<file path="src/rtl/lgdst_ts_pkg.sv">
// rtl/lgdst_ts_pkg.sv - shared constants and FSM state type for the serial TS transmitter
package lgdst_ts_pkg;

  localparam int         PKT_LEN   = 188;
  localparam logic [7:0] SYNC_BYTE = 8'h47;

  typedef enum logic [1:0] {
    HUNT,
    SEND,
    STALL,
    GAP
  } ts_state_e;

endpackage

</file>
<file path="src/rtl/lgdst_ts_sertx_if.sv">
// rtl/lgdst_ts_sertx_if.sv - byte stream handshake between the host side and the TS serialiser
interface lgdst_ts_sertx_if;

  logic [7:0] in_data;
  logic       in_sop;
  logic       in_valid;
  logic       in_ready;

  modport master (
    output in_data,
    output in_sop,
    output in_valid,
    input  in_ready
  );

  modport slave (
    input  in_data,
    input  in_sop,
    input  in_valid,
    output in_ready
  );

endinterface

</file>
<file path="src/rtl/lgdst_sfifo.sv">
// rtl/lgdst_sfifo.sv - synchronous show-ahead FIFO with full/empty flags
module lgdst_sfifo #(
  parameter int WIDTH = 9,
  parameter int DEPTH = 16
) (
  input  logic             clk,
  input  logic             rst,
  input  logic             wr_en,
  input  logic [WIDTH-1:0] wr_data,
  input  logic             rd_en,
  output logic             full,
  output logic             empty,
  output logic [WIDTH-1:0] head
);

  localparam int AW = $clog2(DEPTH);

  logic [WIDTH-1:0] mem [DEPTH];
  logic [AW-1:0]    wr_ptr;
  logic [AW-1:0]    rd_ptr;
  logic [AW:0]      count;
  logic             do_wr;
  logic             do_rd;

  // a pop in the same cycle frees the slot, so a full FIFO may still take a write
  assign do_rd = rd_en & ~empty;
  assign do_wr = wr_en & (~full | do_rd);
  assign full  = (count == (AW+1)'(DEPTH));
  assign empty = (count == '0);
  assign head  = mem[rd_ptr];

  // storage array, no reset needed since count guards every read
  always_ff @(posedge clk) begin
    if (do_wr) mem[wr_ptr] <= wr_data;
  end

  // pointers wrap naturally because DEPTH is a power of two
  always_ff @(posedge clk or posedge rst) begin
    if (rst) begin
      wr_ptr <= '0;
      rd_ptr <= '0;
      count  <= '0;
    end else begin
      if (do_wr) wr_ptr <= wr_ptr + 1'b1;
      if (do_rd) rd_ptr <= rd_ptr + 1'b1;
      case ({do_wr, do_rd})
        2'b10:   count <= count + 1'b1;
        2'b01:   count <= count - 1'b1;
        default: ;
      endcase
    end
  end

endmodule

</file>
<file path="src/rtl/lgdst_ts_sertx.sv">
// rtl/lgdst_ts_sertx.sv - buffers TS packet bytes and serialises them MSB first onto a 1-bit TS bus
module lgdst_ts_sertx #(
  parameter int         CLK_DIV    = 4,
  parameter int         PKT_LEN    = lgdst_ts_pkg::PKT_LEN,
  parameter int         FIFO_DEPTH = 16,
  parameter logic [7:0] SYNC_BYTE  = lgdst_ts_pkg::SYNC_BYTE,
  parameter int         GAP_BITS   = 8
) (
  input  logic             clk,
  input  logic             rst,
  lgdst_ts_sertx_if.slave  src,
  input  logic             enable,
  output logic             ts_clk,
  output logic             ts_d0,
  output logic             ts_valid,
  output logic             ts_sync,
  output logic             err_sync,
  output logic             underrun
);

  import lgdst_ts_pkg::*;

  localparam int DW = $clog2(CLK_DIV);
  localparam int BW = $clog2(PKT_LEN);
  localparam int GW = $clog2(GAP_BITS + 1);

  logic [DW-1:0] div_cnt;
  logic          rise_tick;
  logic          fall_tick;

  ts_state_e     state;
  logic [7:0]    shift;
  logic [2:0]    bit_cnt;
  logic [BW-1:0] byte_cnt;
  logic [GW-1:0] gap_cnt;

  logic          fifo_full;
  logic          fifo_empty;
  logic [8:0]    fifo_head;
  logic          head_sop;
  logic [7:0]    head_data;
  logic          last_byte;
  logic          pop;

  assign src.in_ready = ~fifo_full;
  assign head_sop     = fifo_head[8];
  assign head_data    = fifo_head[7:0];
  assign last_byte    = (byte_cnt == BW'(PKT_LEN - 1));
  assign rise_tick    = (div_cnt == DW'(CLK_DIV - 1));
  assign fall_tick    = (div_cnt == DW'(CLK_DIV / 2 - 1));

  lgdst_sfifo #(
    .WIDTH (9),
    .DEPTH (FIFO_DEPTH)
  ) u_fifo (
    .clk     (clk),
    .rst     (rst),
    .wr_en   (src.in_valid & src.in_ready),
    .wr_data ({src.in_sop, src.in_data}),
    .rd_en   (pop),
    .full    (fifo_full),
    .empty   (fifo_empty),
    .head    (fifo_head)
  );

  // free-running ts_clk: high from rise_tick until fall_tick
  always_ff @(posedge clk or posedge rst) begin
    if (rst) begin
      div_cnt <= '0;
      ts_clk  <= 1'b0;
    end else begin
      div_cnt <= rise_tick ? '0 : div_cnt + 1'b1;
      if (rise_tick)      ts_clk <= 1'b1;
      else if (fall_tick) ts_clk <= 1'b0;
    end
  end

  // FIFO pop decision, mirrors the byte-consuming branches of the FSM below
  always_comb begin
    pop = 1'b0;
    if (rise_tick && !fifo_empty) begin
      case (state)
        HUNT:    pop = !head_sop || enable;
        SEND:    pop = (bit_cnt == 3'd0) && !last_byte && !head_sop;
        STALL:   pop = 1'b1;
        default: pop = 1'b0;
      endcase
    end
  end

  // packet FSM: serial outputs only move on rise_tick; a new byte's bit 7 goes out on the tick it is popped
  always_ff @(posedge clk or posedge rst) begin
    if (rst) begin
      state    <= HUNT;
      shift    <= '0;
      bit_cnt  <= '0;
      byte_cnt <= '0;
      gap_cnt  <= '0;
      ts_d0    <= 1'b0;
      ts_valid <= 1'b0;
      ts_sync  <= 1'b0;
      err_sync <= 1'b0;
      underrun <= 1'b0;
    end else begin
      err_sync <= 1'b0;
      underrun <= 1'b0;
      if (rise_tick) begin
        case (state)
          HUNT: begin
            if (!fifo_empty && head_sop && enable) begin
              state    <= SEND;
              shift    <= head_data;
              bit_cnt  <= 3'd7;
              byte_cnt <= '0;
              ts_d0    <= head_data[7];
              ts_valid <= 1'b1;
              ts_sync  <= 1'b1;
              err_sync <= (head_data != SYNC_BYTE);
            end
          end
          SEND: begin
            if (bit_cnt != 3'd0) begin
              bit_cnt <= bit_cnt - 3'd1;
              shift   <= {shift[6:0], 1'b0};
              ts_d0   <= shift[6];
            end else if (last_byte || (!fifo_empty && head_sop)) begin
              // packet done or a new sop arrived early: idle for GAP_BITS periods including this one
              state    <= (GAP_BITS == 1) ? HUNT : GAP;
              gap_cnt  <= GW'(GAP_BITS - 2);
              ts_d0    <= 1'b0;
              ts_valid <= 1'b0;
              ts_sync  <= 1'b0;
            end else if (fifo_empty) begin
              state    <= STALL;
              underrun <= 1'b1;
              ts_d0    <= 1'b0;
              ts_valid <= 1'b0;
              ts_sync  <= 1'b0;
            end else begin
              shift    <= head_data;
              bit_cnt  <= 3'd7;
              byte_cnt <= byte_cnt + 1'b1;
              ts_d0    <= head_data[7];
              ts_sync  <= 1'b0;
            end
          end
          STALL: begin
            if (!fifo_empty) begin
              state    <= SEND;
              shift    <= head_data;
              bit_cnt  <= 3'd7;
              byte_cnt <= byte_cnt + 1'b1;
              ts_d0    <= head_data[7];
              ts_valid <= 1'b1;
            end
          end
          GAP: begin
            if (gap_cnt == '0) state <= HUNT;
            else               gap_cnt <= gap_cnt - 1'b1;
          end
          default: state <= HUNT;
        endcase
      end
    end
  end

endmodule
</file>
<file path="src/flat_wrapper.sv">
// flat-port wrapper written by rule: the top's interface ports become plain ports
module lgdst_ts_sertx_flat import lgdst_ts_pkg::*;
#(
  parameter int         CLK_DIV    = 4,
  parameter int         PKT_LEN    = lgdst_ts_pkg::PKT_LEN,
  parameter int         FIFO_DEPTH = 16,
  parameter logic [7:0] SYNC_BYTE  = lgdst_ts_pkg::SYNC_BYTE,
  parameter int         GAP_BITS   = 8
)
  (clk, rst, enable, ts_clk, ts_d0, ts_valid, ts_sync, err_sync, underrun, src_in_data, src_in_sop, src_in_valid, src_in_ready);
  lgdst_ts_sertx_if src_i ();
  input  logic clk;
  input  logic rst;
  input  logic enable;
  output logic ts_clk;
  output logic ts_d0;
  output logic ts_valid;
  output logic ts_sync;
  output logic err_sync;
  output logic underrun;
  input wire logic [$bits(src_i.in_data)-1:0] src_in_data;
  input wire logic [$bits(src_i.in_sop)-1:0] src_in_sop;
  input wire logic [$bits(src_i.in_valid)-1:0] src_in_valid;
  output wire logic [$bits(src_i.in_ready)-1:0] src_in_ready;
  assign src_i.in_data = src_in_data;
  assign src_i.in_sop = src_in_sop;
  assign src_i.in_valid = src_in_valid;
  assign src_in_ready = src_i.in_ready;
  lgdst_ts_sertx #(.CLK_DIV(CLK_DIV), .PKT_LEN(PKT_LEN), .FIFO_DEPTH(FIFO_DEPTH), .SYNC_BYTE(SYNC_BYTE), .GAP_BITS(GAP_BITS)) u_core (.clk(clk), .rst(rst), .src(src_i), .enable(enable), .ts_clk(ts_clk), .ts_d0(ts_d0), .ts_valid(ts_valid), .ts_sync(ts_sync), .err_sync(err_sync), .underrun(underrun));
endmodule
</file>
<file path="config.mk">
export PLATFORM = sky130hd
export DESIGN_NAME = lgdst_ts_sertx_flat
export DESIGN_NICKNAME = d
export VERILOG_FILES = /design/src/rtl/lgdst_ts_pkg.sv /design/src/rtl/lgdst_ts_sertx_if.sv /design/src/rtl/lgdst_sfifo.sv /design/src/rtl/lgdst_ts_sertx.sv /design/src/flat_wrapper.sv
export SDC_FILE = /design/constraint.sdc
export NUM_CORES = 1
export LEC_CHECK = 0
export ABC_AREA = 1
export CAP_MARGIN = 20
export CORE_ASPECT_RATIO = 1.2
export CORE_MARGIN = 3
export CORE_UTILIZATION = 25
export CTS_BUF_LIST = sky130_fd_sc_hd__clkbuf_2
export CTS_CLUSTER_DIAMETER = 60
export DETAILED_ROUTE_END_ITERATION = 10
export PLACE_DENSITY = 0.43
export SYNTH_ARGS = -nofsm -noshare
export SYNTH_HDL_FRONTEND = slang
export SYNTH_SLANG_ARGS = --single-unit
</file>
<file path="constraint.sdc">
create_clock -name clk -period 6.5 [get_ports clk]
set_input_delay 1.3 -clock clk [delete_from_list [all_inputs] [get_ports clk]]
set_output_delay 1.3 -clock clk [all_outputs]
set_load 0.05 [all_outputs]
</file>
==> results.json, run 1 <==
{
  "cts_max_path_buffers": 2,
  "postSynthCellCount": 804,
  "fin_skew_ns": 0.0612,
  "layout_common_cells": "edfxtp_1 (144), nand2_1 (129), nor2_1 (126)",
  "cp_cell_sequence": "buf_4 -> inv_1 -> nand3_1 -> nand3_1 -> nand3_2 -> nand2_4 -> inv_2 -> o21ai_1 -> nand3_1 -> nand2_2 -> inv_1 -> ha_1 -> inv_1 -> fa_1 -> inv_1 -> a21oi_1 -> nor2_1 -> nor2_1 -> nand2_1 -> nand2_1 -> nor2_1 -> xor2_1",
  "min_from": "u_core.div_cnt[0]$_DFF_PP0_",
  "synth_ff_type": "edfxtp_1",
  "status": "finished, final reports clean",
  "holdBufCountCts": 0,
  "path_delay_family": "buffers and inverters",
  "p_switching_mw": 1.60,
  "dp_slack_ns": 2.60,
  "r2r_cells": 22,
  "syn-cell-area_um2": 8600,
  "reg2reg_slack_ns": 2.59,
  "route.detailed.vias_per_inst": 4.46,
  "p_comb_frac": 0.408,
  "die_w_um": 175,
  "critPathArrivalTime_ns": 4.64,
  "place_hpwl_um": 13300,
  "yosysSeqAreaShare": 0.634,
  "max_freq_mhz": 255,
  "r2r-end": "u_core.u_fifo.count[4]$_DFFE_PP0P_",
  "cp.depth": 22,
  "wire_per_inst_um": 16.3,
  "crit_path_top_delay_cell": "inv_1",
  "drc": 0,
  "maxCapViolations": 0,
  "power_frac_clock": 0.157,
  "critical_path_class": "reg2reg",
  "grt_max_degree": 76,
  "ir_drop_mv": 0.155,
  "port_buffers": 19,
  "vias": 5749,
  "initial_core_util": 0.257,
  "yosysTopAreaCellShare": 0.503,
  "crit_required_ns": 7.22,
  "cts_tree": "yes",
  "post-route-period-util": 0.602,
  "cts_made_buffers": 17,
  "num_rows": 73,
  "p_leak_nw": 3.55,
  "chipHeight_um": 209,
  "cts-root-buf": "clkbuf_2",
  "gp_congestion": 0.759,
  "postCtsSetupRepairBufs": 0,
  "design_area_um2": 9540,
  "crit_start": "u_core.u_fifo.rd_ptr[1]$_DFFE_PP0P_",
  "synth_fp_nets": 838,
  "yosys.area.top_type": "edfxtp_1",
  "area_growth_pct": 10.9,
  "synthTopCellsByArea": "edfxtp_1 (50%), dfrtp_1 (13%), nand2_1 (5.6%), nor2_1 (5.5%), o21ai_0 (4.1%)",
  "ys_warn_count": 0,
  "final_core_util": 0.285,
  "fin_crit_ns": 3.91,
  "ant_nets": 0,
  "r2r_start": "u_core.u_fifo.rd_ptr[1]$_DFFE_PP0P_",
  "crit_fanout": 57,
  "power_density_nw_per_um2": 381,
  "slew_viol_final": 0,
  "drt_first_iter_violations": 372,
  "antenna_found_initial": 1,
  "async_reset_ff_frac": 0.238,
  "grt_usage": 0.117,
  "ys_types": 39,
  "critical_path_buf_inv_count": 6,
  "clk_latency_ns": 0.79,
  "clock_sinks": 189,
  "critical_path.most_common_cell": "inv_1",
  "cpPeakStageDelay_ns": 0.52,
  "num-nets-final": 859,
  "intPower_mw": 2.03,
  "crit_path_end": "u_core.u_fifo.count[4]$_DFFE_PP0P_",
  "start_kind": "flip-flop",
  "grt_pass1_vias": 5777,
  "cts_max_level": 4,
  "worst_pin_slew_ns": 1.08,
  "synth_edf_count": 144,
  "pin_count": 20,
  "setup_slack_ns": 2.59,
  "place_area_um2": 9270,
  "cts_resized": 0,
  "dr.pass1.iters": 4,
  "end_kind": "flip-flop",
  "setup_viol": 0,
  "swShare": 0.441,
  "pwr-share-seq": 0.435,
  "ys_ff_latch": 189,
  "coreArea_um2": 33500,
  "dieArea_um2": 36700,
  "rsz0062_at_grt": "false",
  "final_common_cell": "edfxtp_1",
  "drive_gt1_frac": 0.100,
  "min_path_type": "reg2reg",
  "grt_pass1_wl_um": 33200,
  "grt_overflow": 0,
  "slew_headroom": 0.275,
  "hold_violations": 0,
  "synth.avg_cell_area_um2": 10.7,
  "setup-tns-final_ns": 0,
  "clkSlewWorstSetupHoldPaths_ns": 0.29,
  "routed_wl_um": 21100
}
## worst register-to-register path, cell delays in order, from the launching register on
cell     delay (ns)
dfrtp_2        0.41
buf_4          0.50
inv_1          0.55
nand3_1        0.21
nand3_1        0.10
nand3_2        0.14
nand2_4        0.09
inv_2          0.08
o21ai_1        0.06
nand3_1        0.22
nand2_2        0.13
inv_1          0.08
ha_1           0.22
inv_1          0.11
fa_1           0.36
inv_1          0.09
a21oi_1        0.06
nor2_1         0.08
nor2_1         0.06
nand2_1        0.06
nand2_1        0.05
nor2_1         0.10
xor2_1         0.16
## stage by stage
| stage | total power, mW | cells | hold slack [ns] |
|---|---|---|---|
| after CTS | 3.68 | 1284 | 0.483 |
| after global routing | 3.93 | 1290 | 0.514 |
| final | 3.63 | 1290 | 0.477 |
| after global placement | 3.10 | 1250 | 0.448 |
| after detailed placement | 3.11 | 1252 | 0.454 |
| after floorplan | 2.66 | 804 | 0.430 |
## state kept, by name, summed over array words and instances (netlist names)
signal                flops
u_core.u_fifo.wr_ptr      4
u_core.u_fifo.rd_ptr      4
u_core.gap_cnt            4
u_core.shift              7
u_core.ts_sync            1
u_core.underrun           1
u_core.ts_valid           1
u_core.bit_cnt            3
u_core.err_sync           1
u_core.div_cnt            2
u_core.byte_cnt           8
u_core.ts_clk             1
u_core.u_fifo.mem       144
u_core.u_fifo.count       5
u_core.ts_d0              1
u_core.state              2
## cells in the mapped netlist (10+ instances only)
master / n
edfxtp_1: 144
nand2_1: 129
nor2_1: 126
o21ai_0: 71
nand3_1: 65
inv_1: 56
dfrtp_1: 45
ha_1: 20
o211ai_1: 19
a21oi_1: 13
o221ai_1: 13
buf_2: 12
o21ai_2: 11
clkbuf_1: 10
xor2_1: 10
## cell type report
type                            instances  area, µm²
Tap cell                              450        563
Antenna cell                            2       5.00
Sequential cell                       189       5450
Clock buffer                           17       85.1
Clock inverter                         15        135
Multi-Input combinational cell        522       2750
Inverter                               64        240
Timing Repair Buffer                   31        308
Fill cell                            3535      24000
## metal layers
layer,vias to the layer above,share of wire,wire [µm],track usage
met3,14,0.027,574,0.0220
met4,0,0.013,267,0.0261
met2,63,0.50,10500,0.200
met1,2855,0.46,9710,0.154
met5,-,0,0,0
li1,2817,-,-,-
## power by group through the flow
stage	clock network, mW	registers (mW)	logic (mW)
after CTS	0.597	1.58	1.50
after global routing	0.640	1.60	1.69
final	0.570	1.58	1.48
after global placement	0	1.61	1.49
after detailed placement	0	1.61	1.50
after floorplan	0	1.62	1.04
## logic make-up (layout without fill, tap and decap cells)
| logic type | count (synthesis) | count (layout) | share of synthesized area |
|---|---|---|---|
| adders and majority gates | 21 | 21 | 0.0314 |
| other | 0 | 2 | 0 |
| and+or+nand+nor | 358 | 358 | 0.184 |
| AOI/OAI and AO/OA | 132 | 132 | 0.0933 |
| xor gates and xnor gates | 11 | 11 | 0.0112 |
| DFF | 189 | 189 | 0.634 |
| buffers and inverters | 93 | 127 | 0.0463 |
## how the worst min path moves through the flow
stage                                              to  slack (ns)  cells past startpoint
after detailed placement  u_core.div_cnt[0]$_DFF_PP0_        0.45                      1
after floorplan           u_core.div_cnt[0]$_DFF_PP0_        0.43                      1
final                     u_core.div_cnt[0]$_DFF_PP0_        0.48                      1
after global routing      u_core.div_cnt[0]$_DFF_PP0_        0.51                      1
after CTS                 u_core.div_cnt[0]$_DFF_PP0_        0.48                      1
after global placement    u_core.div_cnt[0]$_DFF_PP0_        0.45                      1
Note: power is estimated with default switching activity, not from simulation.
==> inputs of run 2 (changes only) <==
--- a/config.mk
+++ b/config.mk
@@ -13,7 +13,7 @@
 export CTS_BUF_LIST = sky130_fd_sc_hd__clkbuf_2
 export CTS_CLUSTER_DIAMETER = 60
 export DETAILED_ROUTE_END_ITERATION = 10
-export PLACE_DENSITY = 0.43
+export PLACE_DENSITY = 0.44
 export SYNTH_ARGS = -nofsm -noshare
 export SYNTH_HDL_FRONTEND = slang
 export SYNTH_SLANG_ARGS = --single-unit
==> constraint.sdc (replaced) <==
create_clock -name clk -period 3.15 [get_ports clk]
set_input_delay 0.63 -clock clk [delete_from_list [all_inputs] [get_ports clk]]
set_output_delay 0.63 -clock clk [all_outputs]
set_load 0.05 [all_outputs]
==> run 2 against run 1 <==
Effect of this change: wire length is 0.67% higher; final cell count is 1.9% higher; clock power is 110% higher; via count is 1.7% higher; clock skew is 0.0040 ns higher; critical path depth is 2 lower; register-to-register slack worse by 2.3 ns; largest cell class unchanged; largest power group unchanged; highest routed layer unchanged.
==> results.json, run 2 (synthesis results as in run 1) <==
{
  "status": "finished, final reports clean",
  "die_w_um": 175,
  "reg_top3": "u_core.u_fifo.mem (144), u_core.byte_cnt (8), u_core.shift (7)",
  "layout_common_cells": "edfxtp_1 (144), nand2_1 (129), nor2_1 (125)",
  "num_rows": 73,
  "dr.pass1.iters": 6,
  "dp_slack_ns": 0.140,
  "routed_wl_um": 21200,
  "slew_headroom": 0.581,
  "critPathArrivalTime_ns": 3.55,
  "holdBufCountCts": 0,
  "wire_per_inst_um": 16.1,
  "power_density_nw_per_um2": 785,
  "antenna_found_initial": 1,
  "drc": 0,
  "fin_crit_ns": 2.86,
  "max_freq_mhz": 350,
  "path_delay_family": "adder cells",
  "final_core_util": 0.290,
  "grt_overflow": 0,
  "crit_required_ns": 3.84,
  "post-route-period-util": 0.907,
  "pin_count": 20,
  "drt_first_iter_violations": 316,
  "cts_max_path_buffers": 2,
  "grt_pass1_wl_um": 33600,
  "rsz0062_at_grt": "true",
  "hold_violations": 0,
  "vias": 5847,
  "cpPeakStageDelay_ns": 0.45,
  "grt_max_degree": 45,
  "top_register": "u_core.u_fifo.mem",
  "worst_pin_slew_ns": 0.627,
  "ir_drop_mv": 0.419,
  "p_leak_nw": 3.67,
  "port_buffers": 19,
  "coreArea_um2": 33500,
  "critical_path_buf_inv_count": 4,
  "fin_skew_ns": 0.0652,
  "grt_pass1_vias": 5931,
  "route.detailed.vias_per_inst": 4.45,
  "area_growth_pct": 13.2,
  "gp_congestion": 0.769,
  "drive_gt1_frac": 0.132,
  "slew_viol_final": 0,
  "num-nets-final": 884,
  "final_common_cell": "edfxtp_1",
  "cp_cell_sequence": "inv_1 -> ha_1 -> ha_2 -> nand2_1 -> nor2_2 -> nand2_1 -> nand3_1 -> nand2_2 -> inv_1 -> ha_2 -> inv_1 -> fa_1 -> inv_1 -> a21oi_1 -> nor2_1 -> nor2_1 -> nand2_1 -> nand2_1 -> nor2_1 -> xor2_1",
  "end_kind": "flip-flop",
  "critical_path_class": "reg2reg",
  "maxCapViolations": 0,
  "setup_viol": 0,
  "chipHeight_um": 209,
  "initial_core_util": 0.257,
  "crit_fanout": 5,
  "final-seq-area_um2": 5450,
  "cts_max_level": 4,
  "clkSlewWorstSetupHoldPaths_ns": 0.29,
  "cts_resized": 0,
  "ant_nets": 0,
  "start_kind": "flip-flop",
  "min_path_type": "in2async",
  "postCtsSetupRepairBufs": 0,
  "cts_tree": "yes",
  "place_hpwl_um": 13800,
  "clock_sinks": 189,
  "setup_slack_ns": 0.292,
  "largest_reg_flops": 144,
  "dieArea_um2": 36700,
  "n_fill_cell": 3553,
  "clk_latency_ns": 0.76,
  "crit_path_top_delay_cell": "dfrtp_1",
  "cts_made_buffers": 17,
  "grt_usage": 0.119,
  "cts-root-buf": "clkbuf_2",
  "multi_input_area_um2": 2760
}
[run 2: changes by cell type in the layout (fill, tap and decap cells not counted), moves of 2 or more]
cell / before / now
buf_6: 4 / 1
clkinv_1: 5 / 3
ha_2: 0 / 2
buf_4: 7 / 36
ha_1: 20 / 18
[run 2: cell type report]
class | count | area share
diodes | 2 | 0.000514
clock buffers | 17 | 0.00874
clock inverters | 15 | 0.0153
inverters | 64 | 0.0249
multi-input cells | 522 | 0.284
flip-flops and latches | 189 | 0.560
well taps | 450 | 0.0579
repair buffers | 56 | 0.0487
[run 2: metal layers]
metal	wire, µm	track usage	vias up
met1	9710	0.150	2875
met4	249	0.0286	0
met2	10700	0.209	86
li1	-	-	2874
met5	0	0	-
met3	545	0.0218	12
[run 2: worst paths after layout]
path | start | to | slack (ns) | cells past startpoint
min reg2reg | u_core.div_cnt[0]$_DFF_PP0_ | u_core.div_cnt[0]$_DFF_PP0_ | 0.49 | 1
max | u_core.bit_cnt[0]$_DFFE_PP0P_ | u_core.u_fifo.count[4]$_DFFE_PP0P_ | 0.29 | 20
min in group clk | u_core.div_cnt[0]$_DFF_PP0_ | u_core.div_cnt[0]$_DFF_PP0_ | 0.49 | 1
min | rst | u_core.ts_clk$_DFFE_PP0P_ | 0.13 | 2
max reg2reg | u_core.bit_cnt[0]$_DFFE_PP0P_ | u_core.u_fifo.count[4]$_DFFE_PP0P_ | 0.29 | 20
max in group asynchronous | rst | u_core.u_fifo.rd_ptr[1]$_DFFE_PP0P_ | 2.39 | 3
[run 2: metrics by stage]
stage | total power, mW | area, µm² | setup TNS, ns | hold slack [ns] | std cells
floorplan | 5.48 | 8600 | 0 | 0.430 | 804
finish | 7.64 | 9730 | 0 | 0.134 | 1315
CTS | 7.76 | 9710 | 0 | 0.0841 | 1313
global placement | 6.56 | 9480 | 0 | 0.452 | 1281
global route | 8.28 | 9730 | -0.00226 | 0.0478 | 1315
detailed placement | 6.56 | 9480 | 0 | 0.462 | 1281
[run 2: power breakdown]
| part | switching, mW | internal, mW | total (mW) |
|---|---|---|---|
| clock network | 0.933 | 0.248 | 1.18 |
| logic | 2.18 | 1.00 | 3.18 |
| registers | 0.208 | 3.07 | 3.27 |
| total | 3.32 | 4.32 | 7.64 |
[run 2: worst register-to-register path, cell delays in order (launching register included)]
cell and delay [ns]:
dfrtp_1 0.45, inv_1 0.10, ha_1 0.17, ha_2 0.22, nand2_1 0.10, nor2_2 0.14
nand2_1 0.06, nand3_1 0.12, nand2_2 0.11, inv_1 0.08, ha_2 0.20, inv_1 0.08
fa_1 0.35, inv_1 0.09, a21oi_1 0.06, nor2_1 0.08, nor2_1 0.05, nand2_1 0.05
nand2_1 0.05, nor2_1 0.11, xor2_1 0.15
==> inputs of run 3 (changes only) <==
--- a/config.mk
+++ b/config.mk
@@ -16,4 +16,5 @@
 export PLACE_DENSITY = 0.44
 export SYNTH_ARGS = -nofsm -noshare
 export SYNTH_HDL_FRONTEND = slang
+export SYNTH_HIERARCHICAL = 1
 export SYNTH_SLANG_ARGS = --single-unit
==> run 3 against run 2 <==
Effect of this change: worst setup slack lost 0.016 ns; sequential power is essentially flat; combinational power grew 6%; via count grew 1.4%; sequential share of layout area shrank 0.39 points; critical path depth shrank 15; non-clock buffer count grew 5; flip-flop and latch count is the same; synthesized cell count grew 2.5%; clock skew shrank 0.0079 ns.
==> results.json, run 3 <==
{
  "grt_pass1_wl_um": 34300,
  "route.detailed.vias_per_inst": 4.42,
  "r2r_start": "u_core/u_fifo/rd_ptr[0]$_DFFE_PP0N_",
  "start_kind": "flip-flop",
  "final-seq-area_um2": 5450,
  "layout_common_cells": "edfxtp_1 (144), nor2_1 (136), nand2_1 (120)",
  "cts_max_level": 4,
  "crit_path_top_delay_cell": "dfrtp_1",
  "clkSlewWorstSetupHoldPaths_ns": 0.28,
  "cts-root-buf": "clkbuf_2",
  "fin_crit_ns": 2.87,
  "postSynthCellCount": 824,
  "ir_drop_mv": 0.277,
  "multi_input_area_um2": 2800,
  "post-route-period-util": 0.912,
  "instances_no_fill": 1341,
  "cts_tree": "yes",
  "vias": 5927,
  "ant_nets": 0,
  "num_rows": 74,
  "power_density_nw_per_um2": 799,
  "reg2reg_slack_ns": 0.39,
  "antenna_found_initial": 1,
  "dr.pass1.iters": 5,
  "synth.avg_cell_area_um2": 10.5,
  "worst_pin_slew_ns": 0.694,
  "yosys.area.top_type": "edfxtp_1",
  "yosysTopAreaCellShare": 0.499,
  "die_w_um": 176,
  "dieArea_um2": 36900,
  "drt_first_iter_violations": 389,
  "cts_max_path_buffers": 2,
  "drc": 0,
  "slew_headroom": 0.536,
  "end_kind": "primary output",
  "grt_overflow": 0,
  "critPathArrivalTime_ns": 2.24,
  "dp_slack_ns": 0.0552,
  "hold_violations": 0,
  "min_path_type": "in2async",
  "synth_fp_nets": 856,
  "p_leak_nw": 3.73,
  "setup_viol": 0,
  "yosysSeqAreaShare": 0.629,
  "n_fill_cell": 3604,
  "setup_slack_ns": 0.276,
  "final_common_cell": "edfxtp_1",
  "synth_ff_type": "edfxtp_1",
  "syn-cell-area_um2": 8670,
  "num-nets-final": 904,
  "synth_edf_count": 144,
  "initial_core_util": 0.254,
  "grt_max_degree": 36,
  "yosysMostFrequentCell": "edfxtp_1",
  "wire_per_inst_um": 15.9,
  "synthTopCellsByArea": "edfxtp_1 (50%), dfrtp_1 (13%), nor2_1 (5.9%), nand2_1 (5.2%), o21ai_0 (4.4%)",
  "ys_ff_latch": 189,
  "gp_congestion": 0.794,
  "reg_top3": "u_core/u_fifo/mem (144), u_core/byte_cnt (8), u_core/shift (7)",
  "synth_commonest_cells": "edfxtp_1 (144), nor2_1 (136), nand2_1 (121)",
  "fin_hold_ws_ns": 0.230,
  "coreArea_um2": 34200,
  "setup-tns-final_ns": 0,
  "slew_viol_final": 0,
  "status": "finished, final reports clean",
  "cts_made_buffers": 17,
  "placedCellCount": 1306,
  "rsz0062_at_grt": "false",
  "chipHeight_um": 210,
  "area_growth_pct": 13.1,
  "ys_types": 38,
  "r2r-end": "u_core/u_fifo/count[4]$_DFFE_PP0P_",
  "cpPeakStageDelay_ns": 0.49,
  "port_buffers": 19,
  "cp_cell_sequence": "nor2_1 -> nand3_1 -> inv_1 -> inv_1 -> dlygate4sd2_1",
  "pin_count": 20,
  "grt_pass1_vias": 5912,
  "maxCapViolations": 0,
  "top_register": "u_core/u_fifo/mem",
  "critical_path_class": "reg2out",
  "clock_sinks": 189,
  "routed_wl_um": 21400,
  "crit_required_ns": 2.52,
  "r2r_cells": 17,
  "critical_path.most_common_cell": "inv_1",
  "place_hpwl_um": 14400,
  "path_delay_family": "buffers and inverters",
  "async_reset_ff_frac": 0.238,
  "fin_skew_ns": 0.0573,
  "ys_warn_count": 6,
  "grt_usage": 0.120,
  "holdBufCountCts": 0,
  "largest_reg_flops": 144,
  "critical_path_buf_inv_count": 3,
  "max_freq_mhz": 348,
  "clk_latency_ns": 0.77,
  "crit_fanout": 4,
  "drive_gt1_frac": 0.121
}
[run 3: cell count changes in the layout (fill, tap and decap cells not counted), moves of 6 or more]
cell	change
o211ai_1	+19
nor2_1	+11
o21ai_2	-7
o221ai_1	-13
nand2_1	-9
a21oi_1	+7
o21ai_1	+11
buf_4	+6
[run 3: what timing repair did]
item / CTS / global route
pin swaps: 0 / 0
setup buffers: 0 / 3
endpoints found under the setup margin: 1 / 139
gates resized for setup: 1 / 8
[run 3: area by class of cell]
cell class / count / share of cell area
well taps: 456 / 0.0582
repair buffers: 61 / 0.0515
flip-flops and latches: 189 / 0.557
clock inverters: 11 / 0.0121
multi-input cells: 537 / 0.286
clock buffers: 20 / 0.0102
inverters: 66 / 0.0255
diodes: 1 / 0.000255
[run 3: worst max path at each step]
stage	startpoint	to	slack [ns]	cells past startpoint
final	u_core/u_fifo/count[1]$_DFFE_PP0P_	src_in_ready	0.28	5
after global routing	u_core/u_fifo/rd_ptr[0]$_DFFE_PP0N_	u_core/u_fifo/count[4]$_DFFE_PP0P_	0.05	20
after CTS	u_core/u_fifo/rd_ptr[0]$_DFFE_PP0N_	u_core/u_fifo/count[4]$_DFFE_PP0P_	0.08	21
after detailed placement	u_core/u_fifo/rd_ptr[0]$_DFFE_PP0N_	u_core/u_fifo/count[4]$_DFFE_PP0P_	0.06	21
after global placement	u_core/u_fifo/rd_ptr[0]$_DFFE_PP0N_	u_core/u_fifo/count[4]$_DFFE_PP0P_	0.20	21
after floorplan	u_core/u_fifo/rd_ptr[0]$_DFFE_PP0N_	u_core/u_fifo/count[4]$_DFFE_PP0P_	0.15	22
[run 3: cell families (layout without fill, tap and decap cells)]
group	count (synthesis)	after routing	share of synthesized area
and+or+nand+nor	351	351	0.177
DFF	189	189	0.629
AOI/OAI and AO/OA	154	154	0.102
buffers and inverters	98	158	0.0505
adders and majority gates	19	19	0.0283
xor gates and xnor gates	12	12	0.0121
muxes	1	1	0.00116
other	0	1	0
[run 3: power breakdown]
group	switching (mW)	total [mW]	internal [mW]
Sequential	0.228	3.29	3.06
Clock	0.810	1.18	0.365
Combinational	2.27	3.37	1.10
Total	3.30	7.83	4.53
[run 3: routing by layer]
metal  track usage  part of all wire
met1         0.159              0.47
met2         0.204              0.49
met3        0.0218             0.023
met4        0.0311            0.0075
met5             0                 0
[run 3: metrics by stage]
| stage | util | power, mW | instance area [µm²] |
|---|---|---|---|
| finish | 0.287 | 7.83 | 9800 |
| global route | 0.287 | 8.53 | 9800 |
| CTS | 0.285 | 7.92 | 9750 |
| detailed placement | 0.279 | 6.71 | 9530 |
| global placement | 0.279 | 6.71 | 9530 |
| floorplan | - | 5.66 | 8670 |
[run 3: worst reg2reg max path: stages (launching register included)]
cell and delay [ns]:
dfrtp_2 0.51, buf_4 0.17, o21ai_0 0.17, o211ai_1 0.11
nand3_1 0.09, nand2_2 0.09, inv_1 0.12, o21ai_2 0.06
a31oi_2 0.24, nand3_2 0.17, fa_1 0.45, o21ai_2 0.18
a21o_1 0.13, nand2_1 0.06, nand2_1 0.06, nand2_1 0.04
nand2_1 0.05, inv_1 0.04
